--- config.mk ---
export PLATFORM = sky130hd
export DESIGN_NAME = irq_ctrl
export DESIGN_NICKNAME = d
export VERILOG_FILES = /design/src/rtl/irq_pkg.sv /design/src/rtl/irq_prio_enc.sv /design/src/rtl/irq_ctrl.sv
export SDC_FILE = /design/constraint.sdc
export NUM_CORES = 1
export LEC_CHECK = 0
export BUFFER_PORTS_ARGS = -buffer_cell sky130_fd_sc_hd__buf_4
export CAP_MARGIN = 10
export CORE_MARGIN = 2
export CORE_UTILIZATION = 40
export DETAILED_ROUTE_END_ITERATION = 6
export GPL_ROUTABILITY_DRIVEN = 1
export PLACE_DENSITY = 0.72
export SLEW_MARGIN = 25
export SYNTH_ARGS = -nofsm -noshare
export SYNTH_HDL_FRONTEND = slang
export SYNTH_HIERARCHICAL = 1
export SYNTH_SLANG_ARGS = --single-unit
--- constraint.sdc ---
create_clock -name clk -period 3.65 [get_ports clk]
set_input_delay 0 -clock clk [delete_from_list [all_inputs] [get_ports clk]]
set_output_delay 0 -clock clk [all_outputs]
set_load 0.1 [all_outputs]
--- src/rtl/irq_pkg.sv ---
// Shared types and constants for the interrupt controller: FSM states,
// register offsets within the controller window, and source indices.
package irq_pkg;

  typedef enum logic [1:0] {
    IDLE    = 2'd0,
    REQ     = 2'd1,
    SERVICE = 2'd2
  } state_t;

  localparam logic [1:0] OFF_MASK = 2'd0;
  localparam logic [1:0] OFF_PEND = 2'd1;
  localparam logic [1:0] OFF_ISR  = 2'd2;
  localparam logic [1:0] OFF_EOI  = 2'd3;

  localparam int TIMER0 = 0;
  localparam int TIMER1 = 1;
  localparam int EXT    = 2;

endpackage

--- src/rtl/irq_prio_enc.sv ---
// Fixed-priority encoder: the lowest set index wins.
module irq_prio_enc #(
  parameter int N   = 6,
  parameter int IDW = 3
) (
  input  logic [N-1:0]   req,
  output logic           vld,
  output logic [IDW-1:0] id
);

  always_comb begin
    vld = |req;
    id  = '0;
    // scan downward so the last hit is the lowest index
    for (int i = N - 1; i >= 0; i--) begin
      if (req[i]) id = IDW'(i);
    end
  end

endmodule

--- src/rtl/irq_ctrl.sv ---
// Single-level interrupt controller with MASK/PEND/ISR/EOI registers.
// Define IRQ_CTRL_EDGE_EN for rising-edge source detection (level otherwise).
module irq_ctrl
  import irq_pkg::*;
#(
  parameter int NSRC = 6,
  parameter int IDW  = 3
) (
  input  logic            clk,
  input  logic            reset,
  input  logic [NSRC-1:0] src,
  input  logic [1:0]      addr,
  input  logic            we,
  input  logic [31:0]     wdata,
  output logic [31:0]     rdata,
  output logic            irq_req,
  output logic [IDW-1:0]  irq_id,
  input  logic            irq_ack,
  input  logic            eoi
);

  state_t          state;
  logic [NSRC-1:0] pend, mask, isr;
  logic [NSRC-1:0] set_ev, pend_clr, ack_sel, elig;
  logic            elig_vld;
  logic [IDW-1:0]  elig_id;
  logic            wr_mask, wr_pend, eoi_hit;
  logic            unused_wdata;

  assign unused_wdata = ^wdata[31:NSRC];

`ifdef IRQ_CTRL_EDGE_EN
  logic [NSRC-1:0] src_q;

  always_ff @(posedge clk) begin
    if (reset) src_q <= '0;
    else       src_q <= src;
  end

  assign set_ev = src & ~src_q;
`else
  assign set_ev = src;
`endif

  assign wr_mask  = we && (addr == OFF_MASK);
  assign wr_pend  = we && (addr == OFF_PEND);
  assign eoi_hit  = eoi || (we && (addr == OFF_EOI));
  assign ack_sel  = (state == REQ && irq_ack) ? (NSRC'(1) << irq_id) : '0;
  assign pend_clr = (wr_pend ? wdata[NSRC-1:0] : '0) | ack_sel;
  assign elig     = pend & mask & ~isr;

  irq_prio_enc #(.N(NSRC), .IDW(IDW)) u_enc (
    .req (elig),
    .vld (elig_vld),
    .id  (elig_id)
  );

  always_ff @(posedge clk) begin
    if (reset) begin
      state   <= IDLE;
      pend    <= '0;
      mask    <= '0;
      isr     <= '0;
      irq_req <= 1'b0;
      irq_id  <= '0;
    end else begin
      // a new set event in the same cycle beats any clear
      pend <= (pend & ~pend_clr) | set_ev;
      if (wr_mask) mask <= wdata[NSRC-1:0];
      case (state)
        IDLE: if (elig_vld) begin
          state   <= REQ;
          irq_req <= 1'b1;
          irq_id  <= elig_id;
        end
        REQ: if (irq_ack) begin
          state   <= SERVICE;
          irq_req <= 1'b0;
          isr     <= isr | ack_sel;
        end else if (!elig_vld) begin
          state   <= IDLE;
          irq_req <= 1'b0;
        end else begin
          irq_id  <= elig_id;
        end
        SERVICE: if (eoi_hit) begin
          state <= IDLE;
          isr   <= '0;
        end
        default: state <= IDLE;
      endcase
    end
  end

  always_comb begin
    rdata = '0;
    case (addr)
      OFF_MASK: rdata[NSRC-1:0] = mask;
      OFF_PEND: rdata[NSRC-1:0] = pend;
      OFF_ISR:  rdata[NSRC-1:0] = isr;
      default:  rdata = '0;
    endcase
  end

endmodule

==> results.yml, run 1 <==
run_status:
  status: "finished clean"
die:
  dieWidth_um: 64
  ioPinCount: 81
  rows: 21
  core-area_um2: 3390
  fp.dieH_um: 64
  die_area_um2: 4100
  start_util_pct: 42.5
power_and_ir_drop:
  pwr-share-comb_pct: 35.9
  p_leak_uw: 0.000759
  max-vdd-ir-drop_mv: 0.130
  p_sw_uw: 272
  netSwitchingFraction_pct: 41.7
  power_density_nw_per_um2: 375
  p_seq_share_pct: 43.0
  clkPwrFrac_pct: 21.0
  intPower_uw: 380
critical_path:
  r2r-end: "irq_req$_SDFFE_PP0P_"
  cp-start-kind: "register"
  r2r_slack_ns: 1.74
  cp_cell_sequence: "nand2_1, nor2_1, or4_1, or3_1, nor2b_1, o21ai_0, a21oi_1"
  reg2reg_from: "pend[1]$_SDFF_PP0_"
  required_ns: 3.86
  crit_arrival_ns: 2.12
  setup.worst_path.start: "pend[1]$_SDFF_PP0_"
  reg2regPathDepth: 7
  crit_type: "reg2reg"
  worst_path_max_delay_cell: "or4_1"
  critPathMaxFanout: 4
  cp-end-kind: "register"
  slowest_delay_ns: 0.53
route:
  top_layer: "met4"
  wl_met1_um: 1370
  dr.pass1.iters: 4
  drc: 0
  routedWlPerCell_um: 11.2
  totalWireLength_um: 2970
  route.met2.wl_um: 1450
  vias: 1234
  wl_met3_um: 132
  viasPerCell: 4.66
  postRouteAntennaNets: 0
  drtIter0Drc: 49
clock_network:
  cts_buffer_depth: 2
  post-cts-setup-buffers: 0
  cts_tree: "built"
  hold_buffers: 13
  cts-resized-gates: 0
  clk_latency_ns: 0.31
  cts_sinks: 24
  root_buffer: "clkbuf_4"
  path_clk_slew_ns: 0.13
  htree_num_levels: 1
  cts_buffers: 3
synthesis:
  netlist_instances: 180
  yosysTopAreaCellShare_pct: 33.4
  ys_seq_area_share_pct: 33.4
  yosys.cell_types.count: 33
  postSynthAreaPerCell_um2: 8.00
  synthTopCellsByArea: "dfxtp_1 (33%), buf_4 (14%), mux2i_1 (8.3%)"
  ys_ff_latch: 24
  ys_warn_count: 6
  mappedNetlistArea_um2: 1440
  synth_largest_area_cell: "dfxtp_1"
final_layout:
  fin_nets: 265
  syn_to_final_growth_pct: 20.9
  final-instance-count-excl-fill: 265
  fill_cells: 335
  n_antenna_cell: 0
  layout_common_cells: "buf_4 (28), conb_1 (26), dfxtp_1 (24), nor2_1 (19), nand2_1 (15)"
  multi_input_area_um2: 777
  regArea_um2: 480
  final_common_cell: "buf_4"
  drive_gt1_share_pct: 16.4
worst_hold_path:
  hold_class: "in2reg"
  hold_path_depth: 2
  min-delay-start: "reset"
  min_to: "mask[0]$_SDFFE_PP0P_"
global_route:
  grt_pass1_vias: 1159
  overflow: 0
  grt_pass1_wl_um: 5120
  antenna_found_initial: 0
  grt_max_degree: 23
  grtUsageTotal_pct: 15.4
timing:
  setup_tns_ns: 0
  worst_pin_slew_ns: 0.677
  slew_headroom_pct: 54.6
  skew_ns: 0.00398
  fin_crit_sh_pct: 52.4
  fmax_mhz: 523
  setup_viol: 0
  final_hold_viol_count: 0
  holdWs_ns: 0.0257
  final-max-slew-violation-count: 0
  period_minus_slack_ns: 1.91
  rsz0062_at_grt: "false"
place:
  post-dp-hpwl_um: 2200
  dp.cells: 248
  io_buffers: 28
  routabilityCongestion: 0.822
run:
  drv_cap: 0
power by group through the flow:
stage / logic (µW) / registers [µW] / clock network (µW)
floorplan: 204 / 294 / 0
finish: 234 / 281 / 137
CTS: 234 / 280 / 142
detailed placement: 223 / 286 / 0
global route: 246 / 282 / 152
global placement: 223 / 286 / 0
critical path, delay by kind of cell, from the launching register on:
family / cells / cell delay [ns]
DFF: 1 / 0.35
and+or+nand+nor: 5 / 1.23
AOI/OAI and AO/OA: 2 / 0.24
how the worst max path moves through the flow:
| stage | slack (ns) | to |
|---|---|---|
| global placement | 1.77 | irq_req$_SDFFE_PP0P_ |
| global route | 1.59 | irq_req$_SDFFE_PP0P_ |
| floorplan | 1.15 | rdata[0] |
| CTS | 1.75 | irq_req$_SDFFE_PP0P_ |
| detailed placement | 1.77 | irq_req$_SDFFE_PP0P_ |
| finish | 1.74 | irq_req$_SDFFE_PP0P_ |
Yosys cell counts:
| library cell | number |
|---|---|
| nor3b_1 | 1 |
| nor3b_2 | 1 |
| a31o_2 | 1 |
| o22ai_1 | 3 |
| nand4b_1 | 1 |
| and2_2 | 1 |
| nor2b_1 | 6 |
| or3b_1 | 1 |
| buf_4 | 27 |
| o21ai_0 | 14 |
| o21a_1 | 6 |
| nor4b_4 | 1 |
| a21oi_1 | 8 |
| inv_1 | 13 |
| nor2_1 | 19 |
| buf_1 | 1 |
| dfxtp_1 | 24 |
| or4_1 | 1 |
| nand3b_1 | 4 |
| nand4bb_1 | 1 |
| mux2i_1 | 12 |
| buf_6 | 1 |
| nor3_1 | 3 |
| o221ai_1 | 2 |
| conb_1 | 1 |
| nand2b_1 | 2 |
| buf_2 | 2 |
| nand2_1 | 15 |
| a221oi_1 | 1 |
| o211ai_1 | 1 |
| nand3_1 | 4 |
| a31oi_1 | 1 |
| or3_1 | 1 |
metrics by stage:
stage	setup slack (ns)	util [%]	cell area [µm²]	power, µW
3_3_place_gp	1.77	46.4	1570	509
5_1_grt	1.59	51.3	1740	681
6_report	1.74	51.3	1740	652
4_1_cts	1.75	51.3	1740	657
2_1_floorplan	1.15	-	1530	499
3_5_place_dp	1.77	46.4	1570	510
flip-flops by register name, indices dropped and copies added (netlist names):
name and count:
isr 6, irq_req 1, pend 6, state 2, irq_id 3, mask 6
routing by layer:
layer  vias up  global-route usage, %
met1       565                   18.8
li1        632                      -
met3         2                   2.46
met4         0                   5.16
met2        35                   27.2
met5         -                      0
kinds of logic after synthesis:
kind of cell / count (synthesis) / share of synthesized area (%)
other: 1 / 0.260
multiplexers: 12 / 8.34
flip-flops: 24 / 33.4
AND/OR/NAND/NOR: 62 / 23.4
buffers and inverters: 44 / 19.2
AO/OA/AOI/OAI: 37 / 15.5
area by class of cell:
type,count,share of cell area (%)
inverter,13,2.80
sequential,24,27.6
tap,46,3.31
multi-input combinational,137,44.6
clock buffer,4,2.08
timing repair buffer,41,19.6
No activity file was read; power rests on OpenSTA's default activity.
==> run 2, diff against run 1 <==
clock period = 1.9 ns   (was 3.65 ns; I/O delays follow)
==> run 2 against run 1 <==
Compared with the run above: final area is 3.2% higher; clock power is 97% higher; count of clock-buffer cells in the layout stayed put; power is 96% higher; combinational power is 100% higher; register-to-register slack worse by 1.7 ns; die area stayed put; largest power group unchanged; non-clock buffer count is 5 higher; final cell count is 1.9% higher; sequential cell count stayed put; first-iteration DRC count is 29% higher; global-route usage hardly changed.
==> results.yml, run 2 (synthesis gave the netlist of run 1 again) <==
die:
  die_area_um2: 4100
  dieWidth_um: 64
  ioPinCount: 81
  core-area_um2: 3390
  fp.dieH_um: 64
  rows: 21
  start_util_pct: 42.5
critical_path:
  cp-end-kind: "register"
  cp-start-kind: "register"
  worst_path_max_delay_cell: "or4_4"
  slowest_delay_ns: 0.54
  required_ns: 2.11
  crit_arrival_ns: 2.02
  critPathBufInv: 0
  critPathMaxFanout: 3
  crit_type: "reg2reg"
  critPathTopFamily: "simple AND/OR/NAND/NOR gates"
  r2r_slack_ns: 0.09
  cp_cell_sequence: "nand2_1, nor2_1, or4_4, or3_4, nor2b_1, o21ai_0, a21oi_1"
power_and_ir_drop:
  power_density_nw_per_um2: 710
  p_sw_uw: 533
  intPower_uw: 742
  clkPwrFrac_pct: 21.2
  netSwitchingFraction_pct: 41.8
  p_leak_uw: 0.000784
  max-vdd-ir-drop_mv: 0.325
  p_seq_share_pct: 42.2
  pwr-share-comb_pct: 36.6
global_route:
  antenna_found_initial: 0
  grt_pass1_wl_um: 5090
  grt_max_degree: 23
  overflow: 0
  grtUsageTotal_pct: 15.4
  grt_pass1_vias: 1153
place:
  io_buffers: 28
  place_ws_ns: 0.0234
  routabilityCongestion: 0.833
  post-dp-hpwl_um: 2280
final_layout:
  fin_nets: 270
  drive_gt1_share_pct: 20.1
  layout_common_cells: "buf_4 (33), conb_1 (26), dfxtp_1 (23), nor2_1 (19), nand2_1 (15)"
  n_antenna_cell: 0
  postLayoutCoreUtil_pct: 53.0
  top_regs: "isr: 6 flops, mask: 6 flops, pend: 6 flops"
  syn_to_final_growth_pct: 24.7
  final_common_cell: "buf_4"
timing:
  slew_headroom_pct: 53.8
  fin_crit_sh_pct: 95.5
  fmax_mhz: 551
  setup_viol: 0
  skew_ns: 0.00298
  holdWs_ns: 0.0209
  final_hold_viol_count: 0
  rsz0062_at_grt: "true"
  period_minus_slack_ns: 1.81
  final-max-slew-violation-count: 0
  worst_pin_slew_ns: 0.690
  layout_setup_ws_ns: 0.0860
route:
  vias: 1265
  routedWlPerCell_um: 11.6
  postRouteAntennaNets: 0
  dr.pass1.iters: 5
  totalWireLength_um: 3130
  drtIter0Drc: 63
  drc: 0
  viasPerCell: 4.69
clock_network:
  path_clk_slew_ns: 0.13
  cts_sinks: 24
  clk_latency_ns: 0.31
  cts_buffer_depth: 2
  cts_tree: "built"
  root_buffer: "clkbuf_4"
  htree_num_levels: 1
  cts_buffers: 3
worst_hold_path:
  hold_class: "in2reg"
run:
  drv_cap: 0
run_status:
  status: "finished clean"
==> run 2: cell types whose count changed in the layout (fill, tap and decap cells not counted) <==
cell and change:
nor2b_1 -1, nor2b_4 +1, dfxtp_1 -1, o21ai_0 -7
or4_4 +1, buf_4 +5, or3_1 -1, o21ai_1 +7
or4_1 -1, dfxtp_2 +1, or3_4 +1
==> run 2: what timing repair did <==
action                                  in CTS  in global routing
hold buffers                                13                  0
gates resized for setup                      0                  6
setup buffers                                0                  0
endpoints found under the setup margin       0                  4
hold endpoints to repair                    13                  0
==> run 2: power by group through the flow <==
| stage | clock network, µW | logic, µW | registers [µW] |
|---|---|---|---|
| 6_report | 270 | 467 | 539 |
| 3_3_place_gp | 0 | 436 | 548 |
| 2_1_floorplan | 0 | 394 | 565 |
| 5_1_grt | 295 | 488 | 542 |
| 4_1_cts | 278 | 461 | 538 |
| 3_5_place_dp | 0 | 439 | 549 |
==> run 2: final cells by class <==
class	instances	area, µm²
fillers	330	1590
multi-input cells	137	793
flip-flops and latches	24	482
repair buffers	46	378
well taps	46	57.6
inverters	13	48.8
clock buffers	4	36.3
==> run 2: stage by stage <==
stage	instances	TNS [ns]	area (µm²)	total power, µW
final	270	0	1800	1280
after global placement	253	0	1610	984
after floorplan	205	0	1530	959
after CTS	270	0	1780	1280
after global routing	270	-0.105	1800	1320
after detailed placement	253	0	1610	988
==> run 2: worst paths after layout <==
path / start / end / cells after the start
worst max-delay path: pend[0]$_SDFF_PP0_ / irq_req$_SDFFE_PP0P_ / 7
worst min-delay path: reset / pend[5]$_SDFF_PP0_ / 2
worst max register to register: pend[0]$_SDFF_PP0_ / irq_req$_SDFFE_PP0P_ / 7
worst min register to register: isr[0]$_SDFFE_PP0P_ / isr[0]$_SDFFE_PP0P_ / 1
==> run 2: layer usage <==
| layer | wire length [µm] | global-route usage, % | vias up |
|---|---|---|---|
| met4 | 18 | 3.80 | 0 |
| met3 | 164 | 2.46 | 2 |
| met2 | 1490 | 26.8 | 37 |
| met5 | 0 | 0 | - |
| met1 | 1450 | 19.8 | 582 |
| li1 | - | - | 644 |
